==> src/rtl/cla_pkg.sv <==
// Shared types and helpers for the nibble-serial carry look-ahead adder.
package cla_pkg;

    // Bits handled per clock by one look-ahead slice.
    localparam int NIB_W = 4;

    // Widest operand nibble_select can slice; operands are zero-extended to this width.
    localparam int MAX_W = 1024;

    typedef enum logic [1:0] {
        IDLE,
        RUN,
        DONE
    } state_t;

    // Returns nibble idx (0 = least significant) of a zero-extended operand.
    function automatic logic [NIB_W-1:0] nibble_select(input logic [MAX_W-1:0] operand,
                                                       input int unsigned      idx);
        return operand[idx*NIB_W +: NIB_W];
    endfunction

endpackage

==> src/rtl/carry_generation.sv <==
// Single-bit generate term: this bit position creates a carry on its own.
module carry_generation (
    input  logic x,
    input  logic y,
    output logic g
);

    assign g = x & y;

endmodule

==> src/rtl/cla_nibble.sv <==
// Combinational 4-bit carry look-ahead slice. Exports the carries into and out
// of the top bit (for overflow) plus group generate/propagate for a future
// second look-ahead level.
module cla_nibble
    import cla_pkg::*;
(
    input  logic [NIB_W-1:0] x,
    input  logic [NIB_W-1:0] y,
    input  logic             c0,
    output logic [NIB_W-1:0] s,
    output logic             c3,
    output logic             c4,
    output logic             grp_g,
    output logic             grp_p
);

    logic [NIB_W-1:0] g;
    logic [NIB_W-1:0] p;
    logic             c1;
    logic             c2;

    for (genvar i = 0; i < NIB_W; i++) begin : g_gen
        carry_generation u_gen (
            .x (x[i]),
            .y (y[i]),
            .g (g[i])
        );
    end

    assign p = x ^ y;

    // Every carry is a flat sum of products of g, p and c0: no ripple inside the slice.
    assign c1 = g[0] | (p[0] & c0);
    assign c2 = g[1] | (p[1] & g[0]) | (p[1] & p[0] & c0);
    assign c3 = g[2] | (p[2] & g[1]) | (p[2] & p[1] & g[0]) | (p[2] & p[1] & p[0] & c0);

    assign grp_g = g[3] | (p[3] & g[2]) | (p[3] & p[2] & g[1]) | (p[3] & p[2] & p[1] & g[0]);
    assign grp_p = &p;
    assign c4    = grp_g | (grp_p & c0);

    assign s = p ^ {c3, c2, c1, c0};

endmodule

==> src/rtl/cla_serial_adder.sv <==
// WIDTH-bit adder that walks the operands one nibble per clock through a
// carry look-ahead slice, chaining the nibble carry through a register.
// Valid/ready handshake on both sides; a waiting result can be replaced by
// new operands on the same edge it is consumed.
module cla_serial_adder
    import cla_pkg::*;
#(
    parameter int WIDTH = 16
) (
    input  logic             clk,
    input  logic             rst_n,
    input  logic             in_valid,
    output logic             in_ready,
    input  logic [WIDTH-1:0] a,
    input  logic [WIDTH-1:0] b,
    input  logic             cin,
    output logic             out_valid,
    input  logic             out_ready,
    output logic [WIDTH-1:0] sum,
    output logic             cout,
    output logic             ovf
);

    localparam int NIBS  = WIDTH / NIB_W;
    localparam int IDX_W = (NIBS > 1) ? $clog2(NIBS) : 1;

    if ((WIDTH % NIB_W) != 0 || WIDTH < NIB_W || WIDTH > MAX_W) begin : g_bad_width
        $error("cla_serial_adder: WIDTH must be a multiple of 4 in the range 4..MAX_W");
    end

    state_t             state;
    state_t             state_next;
    logic [IDX_W-1:0]   idx;
    logic               carry;
    logic [WIDTH-1:0]   a_r;
    logic [WIDTH-1:0]   b_r;
    logic [WIDTH-1:0]   sum_r;
    logic               cout_r;
    logic               ovf_r;
    logic               accept;
    logic               last_nib;
    logic [NIB_W-1:0]   nib_x;
    logic [NIB_W-1:0]   nib_y;
    logic [NIB_W-1:0]   nib_s;
    logic               nib_c3;
    logic               nib_c4;
    logic               grp_g;
    logic               grp_p;
    logic               c4_lookahead;

    assign accept   = in_valid & in_ready;
    assign last_nib = (idx == IDX_W'(NIBS - 1));

    assign nib_x = nibble_select(MAX_W'(a_r), 32'(idx));
    assign nib_y = nibble_select(MAX_W'(b_r), 32'(idx));

    cla_nibble u_nibble (
        .x     (nib_x),
        .y     (nib_y),
        .c0    (carry),
        .s     (nib_s),
        .c3    (nib_c3),
        .c4    (nib_c4),
        .grp_g (grp_g),
        .grp_p (grp_p)
    );

    // Final carry taken through the group terms; equal to the slice's own c4.
    assign c4_lookahead = grp_g | (grp_p & carry);

    // State register.
    // NOTE: clocked state uses non-blocking (<=) so every register samples pre-edge values.
    always_ff @(posedge clk or negedge rst_n) begin
        if (!rst_n) state <= IDLE;
        else        state <= state_next;
    end

    // Next-state and handshake outputs.
    // NOTE: every output gets a default first, so no path leaves one unassigned (no latch).
    always_comb begin
        state_next = state;
        in_ready   = 1'b0;
        out_valid  = 1'b0;
        unique case (state)
            IDLE: begin
                in_ready = 1'b1;
                if (in_valid) state_next = RUN;
            end
            RUN: begin
                if (last_nib) state_next = DONE;
            end
            DONE: begin
                out_valid = 1'b1;
                in_ready  = out_ready;
                if (out_ready) state_next = in_valid ? RUN : IDLE;
            end
            default: state_next = IDLE;
        endcase
    end

    // Operand capture, nibble stepping and result registers.
    // NOTE: operand/result registers are reset too, so outputs read as zero right after reset.
    always_ff @(posedge clk or negedge rst_n) begin
        if (!rst_n) begin
            a_r    <= '0;
            b_r    <= '0;
            carry  <= 1'b0;
            idx    <= '0;
            sum_r  <= '0;
            cout_r <= 1'b0;
            ovf_r  <= 1'b0;
        end else if (accept) begin
            a_r   <= a;
            b_r   <= b;
            carry <= cin;
            idx   <= '0;
        end else if (state == RUN) begin
            sum_r[idx*NIB_W +: NIB_W] <= nib_s;
            carry <= nib_c4;
            idx   <= idx + 1'b1;
            if (last_nib) begin
                cout_r <= c4_lookahead;
                ovf_r  <= nib_c3 ^ nib_c4;
            end
        end
    end

    assign sum  = sum_r;
    assign cout = cout_r;
    assign ovf  = ovf_r;

endmodule

==> config.mk <==
export PLATFORM = sky130hd
export DESIGN_NAME = cla_serial_adder
export DESIGN_NICKNAME = d
export VERILOG_FILES = /design/src/rtl/cla_pkg.sv /design/src/rtl/carry_generation.sv /design/src/rtl/cla_nibble.sv /design/src/rtl/cla_serial_adder.sv
export SDC_FILE = /design/constraint.sdc
export NUM_CORES = 1
export LEC_CHECK = 0
export CAP_MARGIN = 20
export CELL_PAD_IN_SITES_DETAIL_PLACEMENT = 0
export CELL_PAD_IN_SITES_GLOBAL_PLACEMENT = 1
export CORE_MARGIN = 3
export CORE_UTILIZATION = 41
export CTS_CLUSTER_SIZE = 20
export DETAILED_ROUTE_END_ITERATION = 6
export PLACE_DENSITY_LB_ADDON = 0.12
export SLEW_MARGIN = 0
export SYNTH_ARGS = -nofsm -noshare
export SYNTH_HDL_FRONTEND = slang
export SYNTH_HIERARCHICAL = 1
export SYNTH_SLANG_ARGS = --single-unit
==> constraint.sdc <==
create_clock -name clk -period 3.35 [get_ports clk]
set_input_delay 1.005 -clock clk [delete_from_list [all_inputs] [get_ports clk]]
set_output_delay 1.005 -clock clk [all_outputs]
set_load 0.02 [all_outputs]
==> summary.md <==
| Metric | Value |
|---|---|
| R2R Path Start | `idx[0]$_DFFE_PN0P_` |
| Drt total wl | `4.99 mm` |
| CP Buf/Inv Count | `2` |
| Crit-path max FO | `2` |
| Worst Path Arrival | `2.06 ns` |
| Initial antenna violation count | `0` |
| Vias in the first global route | `1625` |
| Share of cells above drive strength 1 | `24.2%` |
| NumNets Final | `290` |
| First-pass GRT wire length | `8.29 mm` |
| Slowest CP cell | `clkdlybuf4s50_1` |
| Register bit count reported by yosys | `55` |
| CP Cell Sequence | `clkdlybuf4s50_1 -> and2b_4 -> nor2_1 -> dlygate4sd2_1` |
| Ports | `57` |
| Req. time, crit path | `2.34 ns` |
| Initial DRC count | `42` |
| Worst setup SP type | `input port` |
| Synth cell types | `41` |
| Synth area leader | `dfrtp_1` |
| Post-Syn Area | `2620 sq um` |
| Routability cong. | `0.824` |
| R2R Setup Slk | `0.58 ns` |
| P&R area growth vs syn | `27.4%` |
| Clk_lat worst skew | `0.30 ns` |
| Average wire per cell in the routed design | `15.4 um` |
| Post-CTS sizing | `1` |
| First-pass detailed-route iteration total | `4` |
| Die Y-Extent | `86.0 um` |
| Static Leak | `1.41 nW` |
| Mux contribution to synthesized area | `21.0%` |
| Mapped Cells | `185` |
| Placed Cells | `315` |
| IO Port Bufs | `56` |
| Clk sinks | `55` |
| Final Critical Period | `3.06 ns` |
| Worst Hold Class | `flip-flop to flip-flop` |
| Ant. Diodes | `0` |
| Count leader, synth | `dfrtp_1` |
| Critical path's largest stage delay | `0.46 ns` |
| Grt ovf | `0` |
| DR vias/cell | `5.17` |
| Simple-gate share of the synthesized area | `7.49%` |
| Post-synth EDFFs | `0` |
| Period utilization | `91.5%` |
| DRC Markers | `0` |
| Initial Util | `43.2%` |
| Skew final | `0.0109 ns` |
| Post-DRT Antenna Nets | `0` |
| Syn nets | `228` |
| Yosys top cell area share | `52.5%` |
| Synth Area in Compound Gates | `10.3%` |
| Async SR Flop Fraction | `100%` |
| Post-synthesis xor/xnor area fraction | `2.91%` |
| Worst Setup EP | `in_ready` |
| Root buffer cell | `clkbuf_8` |
| Placement Setup Slack | `-0.00521 ns` |
| Crit path launch | `out_ready` |
| Crit-path leading delay family | `buffers and inverters` |
| Worst-Margin Slew | `0.809 ns` |
| Hold buffers post-CTS | `0` |
| Die width | `86.0 um` |
| Core area | `6060 sq um` |
| Post-synthesis adder-cell area fraction | `2.86%` |
| Final Core Density | `55.1%` |
| Most frequent cells after synthesis | `dfrtp_1 (55), mux2_2 (30), a22o_1 (16)` |
| Status | `finished, final reports clean` |
| Max Freq | `326 MHz` |
| Rows | `28` |
| Crit Path Class | `input port to output port` |
| Total CTS buffers | `5` |
| Cell Count, Final, Fillers Out | `323` |
| Cells on worst reg2reg path | `7` |
| Die Footprint | `7390 sq um` |
| Main area contributors after synthesis | `dfrtp_1 (53%), mux2_2 (13%), mux4_2 (6.9%)` |
| Max-cap violations | `0` |
| CTS H-tree lvls | `2` |
| CTS Buffer Depth | `2` |
| Headroom to the max-slew limit | `46.1%` |
| Max VDD drop | `0.657 mV` |
| Unrepaired setup endpoints after global routing | `false` |
| Crit path depth | `4` |
| YS warnings | `6` |
| Avg Synthesized Cell Area | `14.2 sq um` |
| Post-CTS Repair Setup Buffers | `0` |
| CTS tree | `done` |
| Max Slew Vio Count | `0` |
| Largest family of logic cells by synthesized area | `multiplexers` |
| Setup TNS | `0 ns` |
| Via count | `1669` |
| Setup ws final | `0.285 ns` |
| GRT Overall Usage | `14.5%` |
| Power per cell area | `1110 nW/um^2` |
| # setup viols final | `0` |
| Crit. End Element | `output port` |
| DP HPWL | `3.79 mm` |
| Clk pin slew, worst setup/hold paths | `0.08 ns` |
| Largest net degree at the start of global routing | `37` |
| FF-to-FF End | `sum[7]$_DFFE_PN0P_` |
| Share of the yosys chip area belonging to registers | `52.5%` |
| Top FF cell, synth | `dfrtp_1` |
| Hold Vio Cnt, Final | `0` |
## through the flow
| stage | cell area [sq um] | hold slack [ns] | total power [mW] |
|---|---|---|---|
| after detailed placement | 3260 | 0.477 | 3.40 |
| after CTS | 3340 | 0.498 | 3.76 |
| after global routing | 3340 | 0.513 | 4.03 |
| after global placement | 3260 | 0.473 | 3.38 |
| after floorplan | 2620 | 0.452 | 2.79 |
| final | 3340 | 0.489 | 3.70 |
## layer usage
metal / part of all wire (%) / global-route usage [%] / up-vias
li1: - / - / 814
met1: 48 / 20.8 / 819
met2: 48 / 22.1 / 34
met3: 3.7 / 3.55 / 2
met4: 0.48 / 3.45 / 0
met5: 0 / 0 / -
## area by class of cell
cell class,count,area [sq um]
Clock buffer,7,76.3
Clock inverter,1,5.00
Fill cell,542,2720
Inverter,7,26.3
Multi-Input combinational cell,117,1170
Sequential cell,55,1380
Tap cell,75,93.8
Timing Repair Buffer,61,592
## placed cells by master (no fill, tap or decap), types with 2 or more instances in the layout
cell type        instances
a22o_1                  16
mux4_2                   8
a21oi_1                  3
inv_1                    7
clkbuf_1                 2
nand3b_1                 3
nand2_1                  5
and2_1                   4
xor2_2                   2
xnor2_1                  3
clkdlybuf4s50_1         54
nor2_1                   4
buf_4                    5
ha_1                     6
o21ai_1                  2
nor4_1                   3
mux2_2                  30
mux2_1                   2
clkbuf_8                 5
o21ai_0                  4
nand2b_1                 2
dfrtp_1                 55
xor2_1                   2
## worst register-to-register path: stages (launching register included)
cell and delay (ns):
dfrtp_1 0.67, buf_4 0.27, mux4_2 0.57, and2_1 0.25, or3_1 0.38, mux2i_1 0.18
a211oi_2 0.11, a22o_1 0.23
## registers in the layout, summed over array words and instances (netlist names)
| signal | cells |
|---|---|
| a_r | 16 |
| idx | 2 |
| state | 2 |
| b_r | 16 |
| sum | 16 |
| carry | 1 |
| cout | 1 |
| ovf | 1 |
## report_power, final
part           internal [mW]  leakage [nW]  switching, mW
clock network          0.147        0.0422          0.200
logic                   1.03         0.691           1.14
registers              0.964         0.681          0.221
total                   2.15          1.41           1.56
## cell families (layout without fill, tap and decap cells)
logic type | after synthesis | count (layout)
xor gates and xnor gates | 7 | 7
AOI/OAI and AO/OA | 34 | 34
adders and majority gates | 6 | 6
and+or+nand+nor | 29 | 29
DFF | 55 | 55
buffers and inverters | 13 | 76
muxes | 41 | 41
## how the worst min path moves through the flow
stage	slack (ns)	from	cells past startpoint	end
after floorplan	0.45	a_r[10]$_DFFE_PN0P_	1	a_r[10]$_DFFE_PN0P_
after global placement	0.47	ovf$_DFFE_PN0P_	2	ovf$_DFFE_PN0P_
final	0.49	a_r[14]$_DFFE_PN0P_	1	a_r[14]$_DFFE_PN0P_
after CTS	0.50	a_r[14]$_DFFE_PN0P_	1	a_r[14]$_DFFE_PN0P_
after detailed placement	0.48	ovf$_DFFE_PN0P_	2	ovf$_DFFE_PN0P_
after global routing	0.51	ovf$_DFFE_PN0P_	2	ovf$_DFFE_PN0P_
(Power assumes the default switching activity.)
